==> src/rtl/ecc_pkg.sv <==
// ecc_pkg: shared definitions for the SECDED encoder (and its matching decoder).
//  - calc_m()     : number of Hamming check bits for K information bits
//  - is_pow2()    : identifies check-bit positions
//  - cw_build()   : scatters information bits onto non-power-of-two positions
//  - ecc_encode() : fills check bits p(2**j) and overall parity p0
//  - ecc_order()  : applies the P0_LSB output ordering
//  - inj_state_t  : one-shot error-injection FSM states
// Functions work on a fixed maximum codeword width so they can be shared by
// any K; callers zero-extend inputs and size-cast the results.
package ecc_pkg;

    localparam int MAX_W = 64;    // largest supported codeword width (n+1)
    localparam int MAX_M = 7;     // loop bound for check-bit index
    localparam int AW    = 6;     // bits needed to index MAX_W positions

    typedef enum logic {
        IDLE,
        ARMED
    } inj_state_t;

    function automatic int calc_m(input int k);
        int m = 0;
        while ((1 << m) < (m + k + 1)) m++;
        return m;
    endfunction

    function automatic logic is_pow2(input int i);
        return (i > 0) && ((i & (i - 1)) == 0);
    endfunction

    // Information bits land on positions 3,5,6,7,9,... in ascending order, LSB first.
    function automatic logic [MAX_W-1:0] cw_build(input logic [MAX_W-1:0] d, input int n);
        logic [MAX_W-1:0] cw;
        int               j;
        cw = '0;
        j  = 0;
        for (int i = 1; i < MAX_W; i++) begin
            if (i <= n && !is_pow2(i)) begin
                cw[i[AW-1:0]] = d[j[AW-1:0]];
                j++;
            end
        end
        return cw;
    endfunction

    function automatic logic ecc_p0(input logic [MAX_W-1:0] cw);
        // bits above n and bit 0 are zero when this is called
        return ^cw;
    endfunction

    function automatic logic [MAX_W-1:0] ecc_encode(input logic [MAX_W-1:0] d, input int n, input int m);
        logic [MAX_W-1:0] cw;
        logic             p;
        int               pos;
        cw = cw_build(d, n);
        for (int b = 0; b < MAX_M; b++) begin
            if (b < m) begin
                p   = 1'b0;
                pos = 1 << b;
                for (int i = 1; i < MAX_W; i++) begin
                    if (i <= n && ((i >> b) & 1) == 1 && i != pos)
                        p = p ^ cw[i[AW-1:0]];
                end
                cw[pos[AW-1:0]] = p;
            end
        end
        cw[0] = ecc_p0(cw);
        return cw;
    endfunction

    // p0_lsb=0 moves p0 from bit 0 up to bit n: q = {cw[0], cw[n:1]}.
    function automatic logic [MAX_W-1:0] ecc_order(input logic [MAX_W-1:0] cw, input int n, input int p0_lsb);
        logic [MAX_W-1:0] q;
        if (p0_lsb != 0) return cw;
        q             = cw >> 1;
        q[n[AW-1:0]]  = cw[0];
        return q;
    endfunction

endpackage

==> src/rtl/ecc_enc_if.sv <==
// ecc_enc_if: valid/ready stream bundle used on both sides of the encoder.
//  data  : payload, W bits
//  valid : payload valid (driven by master)
//  ready : sink accepts this cycle (driven by slave)
interface ecc_enc_if #(
    parameter int W = 8
);
    logic [W-1:0] data;
    logic         valid;
    logic         ready;

    modport master (output data, output valid, input ready);
    modport slave  (input data, input valid, output ready);
endinterface

==> src/rtl/ecc_pipe_slice.sv <==
// ecc_pipe_slice: one valid/ready register stage with full throughput.
//  clk_i, rstn_i        : clock, asynchronous active-low reset
//  in_data/in_valid     : upstream payload
//  in_ready             : stage can take a beat (empty, or draining this cycle)
//  out_data/out_valid   : registered payload, held stable while stalled
//  out_ready            : downstream accepts
module ecc_pipe_slice #(
    parameter int W = 8
) (
    input  logic         clk_i,
    input  logic         rstn_i,
    input  logic [W-1:0] in_data,
    input  logic         in_valid,
    output logic         in_ready,
    output logic [W-1:0] out_data,
    output logic         out_valid,
    input  logic         out_ready
);

    logic [W-1:0] data_reg;
    logic         valid_reg;

    assign in_ready  = ~valid_reg | out_ready;
    assign out_data  = data_reg;
    assign out_valid = valid_reg;

    always_ff @(posedge clk_i or negedge rstn_i) begin
        if (!rstn_i) begin
            valid_reg <= 1'b0;
            data_reg  <= '0;
        end else if (in_ready) begin
            valid_reg <= in_valid;
            // payload only moves on a real beat so a stalled output never changes
            if (in_valid) data_reg <= in_data;
        end
    end

endmodule

==> src/rtl/ecc_enc.sv <==
// ecc_enc: extended-Hamming (SECDED) encoder with valid/ready streaming,
// 0..2 register stages and a one-shot error-injection FSM.
//  clk_i, rstn_i : clock, asynchronous active-low reset
//  in_if         : slave stream, data = K information bits
//  out_if        : master stream, data = n+1 bit codeword (P0_LSB ordering)
//  inj_arm_i     : pulse, arms a one-shot XOR injection
//  inj_mask_i    : XOR mask in output bit ordering, sampled with inj_arm_i
//  inj_busy_o    : injection armed but not yet attached to a beat
module ecc_enc
    import ecc_pkg::*;
#(
    parameter  int K       = 8,
    parameter  int LATENCY = 0,
    parameter  int P0_LSB  = 1,
    localparam int M       = calc_m(K),
    localparam int N       = M + K,
    localparam int W       = N + 1
) (
    input  logic         clk_i,
    input  logic         rstn_i,
    ecc_enc_if.slave     in_if,
    ecc_enc_if.master    out_if,
    input  logic         inj_arm_i,
    input  logic [W-1:0] inj_mask_i,
    output logic         inj_busy_o
);

    inj_state_t     state_reg, state_next;
    logic [W-1:0]   mask_reg, mask_next;
    logic [W-1:0]   beat_mask;
    logic           accept;

    logic [W+K-1:0] mid_pay;
    logic [K-1:0]   mid_data;
    logic [W-1:0]   mid_mask;
    logic           mid_valid, mid_ready;
    logic [W-1:0]   enc_cw;
    logic [2*W-1:0] out_pay;

    assign accept = in_if.valid & in_if.ready;

    always_ff @(posedge clk_i or negedge rstn_i) begin
        if (!rstn_i) begin
            state_reg <= IDLE;
            mask_reg  <= '0;
        end else begin
            state_reg <= state_next;
            mask_reg  <= mask_next;
        end
    end

    // beat_mask is the mask that rides along with the beat accepted this cycle
    always_comb begin
        state_next = state_reg;
        mask_next  = mask_reg;
        beat_mask  = '0;
        case (state_reg)
            IDLE: begin
                if (inj_arm_i) begin
                    if (accept) begin
                        beat_mask = inj_mask_i;
                    end else begin
                        state_next = ARMED;
                        mask_next  = inj_mask_i;
                    end
                end
            end
            ARMED: begin
                if (accept) begin
                    beat_mask  = mask_reg;
                    state_next = IDLE;
                    mask_next  = '0;
                end
            end
            default: state_next = IDLE;
        endcase
    end

    assign inj_busy_o = (state_reg == ARMED);

    // Input stage carries raw data so the encoder logic sits between registers.
    generate
        if (LATENCY == 2) begin : g_in_stage
            ecc_pipe_slice #(.W(W + K)) u_in_slice (
                .clk_i     (clk_i),
                .rstn_i    (rstn_i),
                .in_data   ({beat_mask, in_if.data}),
                .in_valid  (in_if.valid),
                .in_ready  (in_if.ready),
                .out_data  (mid_pay),
                .out_valid (mid_valid),
                .out_ready (mid_ready)
            );
        end else begin : g_in_bypass
            assign mid_pay     = {beat_mask, in_if.data};
            assign mid_valid   = in_if.valid;
            assign in_if.ready = mid_ready;
        end
    endgenerate

    assign mid_data = mid_pay[K-1:0];
    assign mid_mask = mid_pay[W+K-1:K];
    assign enc_cw   = W'(ecc_order(ecc_encode(MAX_W'(mid_data), N, M), N, P0_LSB));

    generate
        if (LATENCY >= 1) begin : g_out_stage
            ecc_pipe_slice #(.W(2 * W)) u_out_slice (
                .clk_i     (clk_i),
                .rstn_i    (rstn_i),
                .in_data   ({mid_mask, enc_cw}),
                .in_valid  (mid_valid),
                .in_ready  (mid_ready),
                .out_data  (out_pay),
                .out_valid (out_if.valid),
                .out_ready (out_if.ready)
            );
        end else begin : g_out_bypass
            assign out_pay      = {mid_mask, enc_cw};
            assign out_if.valid = mid_valid;
            assign mid_ready    = out_if.ready;
        end
    endgenerate

    // Injection is applied last so the mask is in q_o bit ordering.
    assign out_if.data = out_pay[W-1:0] ^ out_pay[2*W-1:W];

endmodule

==> src/flat_wrapper.sv <==
// flat-port wrapper written by rule: the top's interface ports become plain ports
module ecc_enc_flat import ecc_pkg::*;
#(
    parameter  int K       = 8,
    parameter  int LATENCY = 0,
    parameter  int P0_LSB  = 1,
    localparam int M       = calc_m(K),
    localparam int N       = M + K,
    localparam int W       = N + 1
)
  (clk_i, rstn_i, inj_arm_i, inj_mask_i, inj_busy_o, in_if_data, in_if_valid, in_if_ready, out_if_data, out_if_valid, out_if_ready);
  ecc_enc_if #(.W(K)) in_if_i ();
  ecc_enc_if #(.W((13))) out_if_i ();
  input  logic clk_i;
  input  logic rstn_i;
  input  logic inj_arm_i;
  input  logic [W-1:0] inj_mask_i;
  output logic inj_busy_o;
  input wire logic [$bits(in_if_i.data)-1:0] in_if_data;
  input wire logic [$bits(in_if_i.valid)-1:0] in_if_valid;
  output wire logic [$bits(in_if_i.ready)-1:0] in_if_ready;
  output wire logic [$bits(out_if_i.data)-1:0] out_if_data;
  output wire logic [$bits(out_if_i.valid)-1:0] out_if_valid;
  input wire logic [$bits(out_if_i.ready)-1:0] out_if_ready;
  assign in_if_i.data = in_if_data;
  assign in_if_i.valid = in_if_valid;
  assign in_if_ready = in_if_i.ready;
  assign out_if_data = out_if_i.data;
  assign out_if_valid = out_if_i.valid;
  assign out_if_i.ready = out_if_ready;
  ecc_enc #(.K(K), .LATENCY(LATENCY), .P0_LSB(P0_LSB)) u_core (.clk_i(clk_i), .rstn_i(rstn_i), .in_if(in_if_i), .out_if(out_if_i), .inj_arm_i(inj_arm_i), .inj_mask_i(inj_mask_i), .inj_busy_o(inj_busy_o));
endmodule
==> config.mk <==
export PLATFORM = sky130hd
export DESIGN_NAME = ecc_enc_flat
export DESIGN_NICKNAME = d
export VERILOG_FILES = /design/src/rtl/ecc_pkg.sv /design/src/rtl/ecc_enc_if.sv /design/src/rtl/ecc_pipe_slice.sv /design/src/rtl/ecc_enc.sv /design/src/flat_wrapper.sv
export SDC_FILE = /design/constraint.sdc
export NUM_CORES = 1
export LEC_CHECK = 0
export BUFFER_PORTS_ARGS = -buffer_cell sky130_fd_sc_hd__buf_2
export CAP_MARGIN = 5
export CORE_MARGIN = 2
export CORE_UTILIZATION = 45
export CTS_CLUSTER_DIAMETER = 100
export DETAILED_ROUTE_END_ITERATION = 10
export GPL_TIMING_DRIVEN = 0
export MAX_ROUTING_LAYER = met4
export PLACE_DENSITY = 0.78
export SETUP_SLACK_MARGIN = 0.4
export SLEW_MARGIN = 25
export SYNTH_ARGS = -nofsm -noshare
export SYNTH_HDL_FRONTEND = slang
export SYNTH_SLANG_ARGS = --single-unit
==> constraint.sdc <==
create_clock -name clk_i -period 2.05 [get_ports clk_i]
set_clock_uncertainty 0.2 [all_clocks]
set_input_delay 0.1025 -clock clk_i [delete_from_list [all_inputs] [get_ports clk_i]]
set_output_delay 0.1025 -clock clk_i [all_outputs]
set_load 0.05 [all_outputs]
==> results of run 1 <==
==> repair_timing <==
item	in CTS
pin swaps	19
hold buffers	16
gates cloned	1
endpoints found under the hold margin	28
buffers inserted	2
endpoints found under the setup margin	23
gates resized for setup	33
==> cell families after synthesis <==
family | count (synthesis) | synth area share
AO/OA/AOI/OAI | 28 | 0.2479
flip-flops | 14 | 0.3922
XOR/XNOR | 27 | 0.2885
buffers and inverters | 7 | 0.03780
AND/OR/NAND/NOR | 5 | 0.03363
==> metrics by stage <==
step           area (um^2)  setup WS, ns  hold WS, ns   TNS (ns)  std cells
2_1_floorplan         1139       0.09415      -0.3931          0         81
3_3_place_gp          1378        0.1689      -0.1822          0        149
3_5_place_dp          1378        0.1395      -0.1755          0        149
4_1_cts               1727     -0.002302      0.03923  -0.004502        172
==> Yosys cell counts, drive strengths merged <==
master | instances | area share
a21oi | 2 | 0.011
a22o | 13 | 0.13
a22oi | 13 | 0.11
and3 | 1 | 0.0070
and4b | 1 | 0.011
buf | 3 | 0.021
clkbuf | 4 | 0.017
dfrtp | 14 | 0.39
nand2b | 1 | 0.0070
nor2 | 2 | 0.0084
xnor2 | 24 | 0.24
xnor3 | 1 | 0.025
xor2 | 2 | 0.020
==> metrics, run 1 <==
Die H 48.56 um; sequential share of the synthesized area 0.3922; Port Buffers 41; Err [ERROR DPL-0033] detailed placement checks failed during check placement.; post-GRT worst EP out_if_data[0]; DP HPWL ~1800 um; Synthesized Nets 107; clock root buffer clkbuf_4; initial core utilization 0.4648; yosys warns 0; die width roughly 49 um; Gate Count Post-Synth 81; CTS sink cnt 14; total CTS buffers 3; Clock Path Buffers 2; initial antenna violation count 0; Yosys reg bits 14; Avg Inst Size Synth 11.03 um^2; status aborted with a tool error; H-tree depth 1; maximum number of pins on one net before global-route repair 15; distinct cell type count after synthesis 15; stage where the run ended 5_1_grt; Synth Cell Area 893.4 um^2; gpl congestion 0.7795; row count 16; boundary pin count 42; worst endpoint type primary output
==> inputs of run 2 (changes only) <==
- CORE_AREA: unset -> 2 2 63 65
- CORE_MARGIN: 2 -> unset
- CORE_UTILIZATION: 45 -> unset
- CTS_CLUSTER_DIAMETER: 100 -> unset
- DIE_AREA: unset -> 0 0 65 67
- MAX_ROUTING_LAYER: met4 -> unset
- PLACE_DENSITY: 0.78 -> unset
- PLACE_DENSITY_LB_ADDON: unset -> 0.15
- SETUP_SLACK_MARGIN: 0.4 -> unset
==> run 2 against run 1 <==
The flow now finishes without violations. Synthesized area unchanged. Synthesized cell count unchanged.
==> metrics, run 2 <==
Post-synth top flop dfrtp_1; Max-Cap Viols 0; distinct cell type count after synthesis 15 (unchanged); worst r2r src u_core.inj_busy_o; WS Path Type flop to primary output; slew of the pin with the lowest slew margin 0.5184 ns; commonest non-fill, non-tap cell in the layout buf_2; FFs w/ async S/R, synth 1.000 (unchanged); pre-CTS setup slack 0.1128 ns (-0.02673 ns); Port Buffers 41 (unchanged); row count 22 (+6); Synth top area share 0.3922 (unchanged); total CTS buffers 3 (unchanged); post-DR wirelength/cell between 10 and 15 um; Gate Count Post-Synth 81 (unchanged); RR Endpoint u_core.mask_reg[3]; met2 WL 1331 um; synth top area cells dfrtp_1 (39%), xnor2_1 (23%), a22o_1 (13%); CP max stage delay between 0.4 and 0.5 ns; worst path cell trace and4b_2, a22oi_2, xnor2_2, xnor2_2, buf_4; Yosys reg bits 14 (unchanged); multi-input combinational cell area a little under 700 um^2; yosys warns 0 (unchanged); H-tree depth 1 (unchanged); Initial DRC Count 20; first-pass GRT wire length 4278 um; CP most frequent cell xnor2_2; initial core utilization 0.2477 (-0.2171); area leader, netlist dfrtp_1; top-count cell post-synth xnor2_1; Core Region 3606 um^2; die width 65 um (+34%); Fmax between 0.5 and 0.6 GHz; Congestion Overflow GR 0; drt drc 0; Post-synth EDFFs 0 (unchanged); TritonCTS clock tree done; Final min period just under 2 ns; antenna violation net count after detailed routing 0; Buf+Inv Stages, Crit Path 1; reg2reg setup slack roughly 0.20 ns; wire length on met1 1137 um; drt pass-1 iters 4; Leak 0.7368 nW; Clock Path Buffers 2 (unchanged); slowest CP cell dfrtp_2; Reg area approximately 350 um^2; DP HPWL 1829 um (+1.8%); final net count 168; Reg2Reg Depth 4; Avg Inst Size Synth 11.03 um^2 (unchanged); clock root buffer clkbuf_8; Layout area overhead 79.27%; PwrDens about 760 nW/um^2; clock-pin slew on the worst setup and hold paths 0.06 ns; Vias per Instance 4.471; # diodes 0; number of global-route vias before repair between 800 and 900; setup bufs post-CTS 0 (-2); most frequent cells in the layout buf_2 (30), dlygate4sd3_1 (16), xnor2_2 (15), a22o_1 (13), dfrtp_1 (13); maximum number of pins on one net before global-route repair 15; met3 wire len 94 um; Max Slew Vio Count 0; boundary pin count 42 (unchanged); FILL cells ~370; die area 4355 um^2; Max IR drop VDD 0.2073 mV; Synthesized Nets 107 (unchanged); Hold Vio Cnt, Final 0; commonest cells in the netlist xnor2_1 (23), dfrtp_1 (14), a22o_1 (13), a22oi_1 (13), clkbuf_1 (4); GRT Util Overall 0.1336; gpl congestion 0.6653 (-15%); # setup viols final 0; initial antenna violation count 0; relative slew slack 0.6544; delay-heaviest family, CP flip-flops; Max Fanout on Critical Path 5; final period utilization 0.9569; crit start category flop; Worst Setup End Kind primary output; HP Class input port to asynchronous set/reset pin; setup TNS 0 ns; Final Worst Setup Slack 0.08830 ns; clk_lat worst skew roughly 0.24 ns; status complete, no violations; RSZ-0062 raised after global routing false; WP data arrival 1.66 ns; Synth Cell Area 893.4 um^2 (unchanged); highest layer used for signal routing met4; max reg flops 13; Critical Path RT about 1.8 ns; WL final 2611 um; total number of vias 845; sequential share of the synthesized area 0.3922 (unchanged); share of cells above drive strength 1 0.5532; Die H 67 um (+38%); CTS sink cnt 14 (unchanged)
-- run 2: area by class of cell --
| class | instances | area share |
|---|---|---|
| multi-input cells | 60 | 0.4211 |
| plain buffers | 6 | 0.03047 |
| repair buffers | 57 | 0.2570 |
| flip-flops and latches | 14 | 0.2195 |
| well taps | 48 | 0.03750 |
| clock buffers | 4 | 0.03437 |
-- run 2: timing repair --
item                                    in CTS  in global routing
gates cloned                                 0                  0
gates resized for setup                     27                  8
hold endpoints to repair                    28                  0
pin swaps                                    0                  1
hold buffers                                16                  0
endpoints found under the setup margin      11                 20
-- run 2: report_power, final --
part	switching [mW]	leakage, nW	internal [mW]	total, mW
combinational	0.344	0.529	0.246	0.589
clock	0.104	0.0288	0.170	0.274
sequential	0.0288	0.179	0.317	0.346
-- run 2: logic make-up after synthesis --
family                    Yosys count  share of synthesized area
AOI/OAI and AO/OA                  28                     0.2479
xor gates and xnor gates           27                     0.2885
buffers and inverters               7                    0.03780
DFF                                14                     0.3922
and+or+nand+nor                     5                    0.03363
-- run 2: worst reg2reg max path, stage by stage (launching register included) --
cell and delay [ns]:
dfrtp_2 0.42, and3_1 0.26, nor2_1 0.25, clkbuf_1 0.44, a22o_1 0.21
-- run 2: metrics by stage --
step	hold slack, ns	cells	instance area (um^2)	total power [mW]	util
final	0.09237	189	1602	1.210	0.4441
after global routing	0.1349	189	1602	1.279	0.4441
after CTS	0.1123	190	1575	1.212	0.4368
after detailed placement	-0.1698	170	1260	0.8632	0.3494
after global placement	-0.1744	170	1260	0.8594	0.3494
after floorplan	-0.3931	81	994.7	0.7401	-
-- run 2: worst max-delay path by stage --
stage | cells past startpoint | start | endpoint | slack, ns
6_report | 5 | u_core.inj_busy_o | out_if_data[0] | 0.09
5_1_grt | 5 | u_core.inj_busy_o | out_if_data[0] | 0.01
4_1_cts | 6 | u_core.inj_busy_o | out_if_data[0] | 0.02
3_5_place_dp | 6 | u_core.inj_busy_o | out_if_data[1] | 0.11
3_3_place_gp | 6 | u_core.inj_busy_o | out_if_data[7] | 0.09
2_1_floorplan | 5 | u_core.inj_busy_o | out_if_data[10] | 0.02
-- run 2: per-layer routing --
| metal | vias up | track usage |
|---|---|---|
| met3 | 5 | 0.01689 |
| met5 | - | 0 |
| met4 | 0 | 0.04787 |
| met1 | 403 | 0.1634 |
| met2 | 23 | 0.2397 |
| li1 | 414 | - |
(Power assumes the default switching activity.)
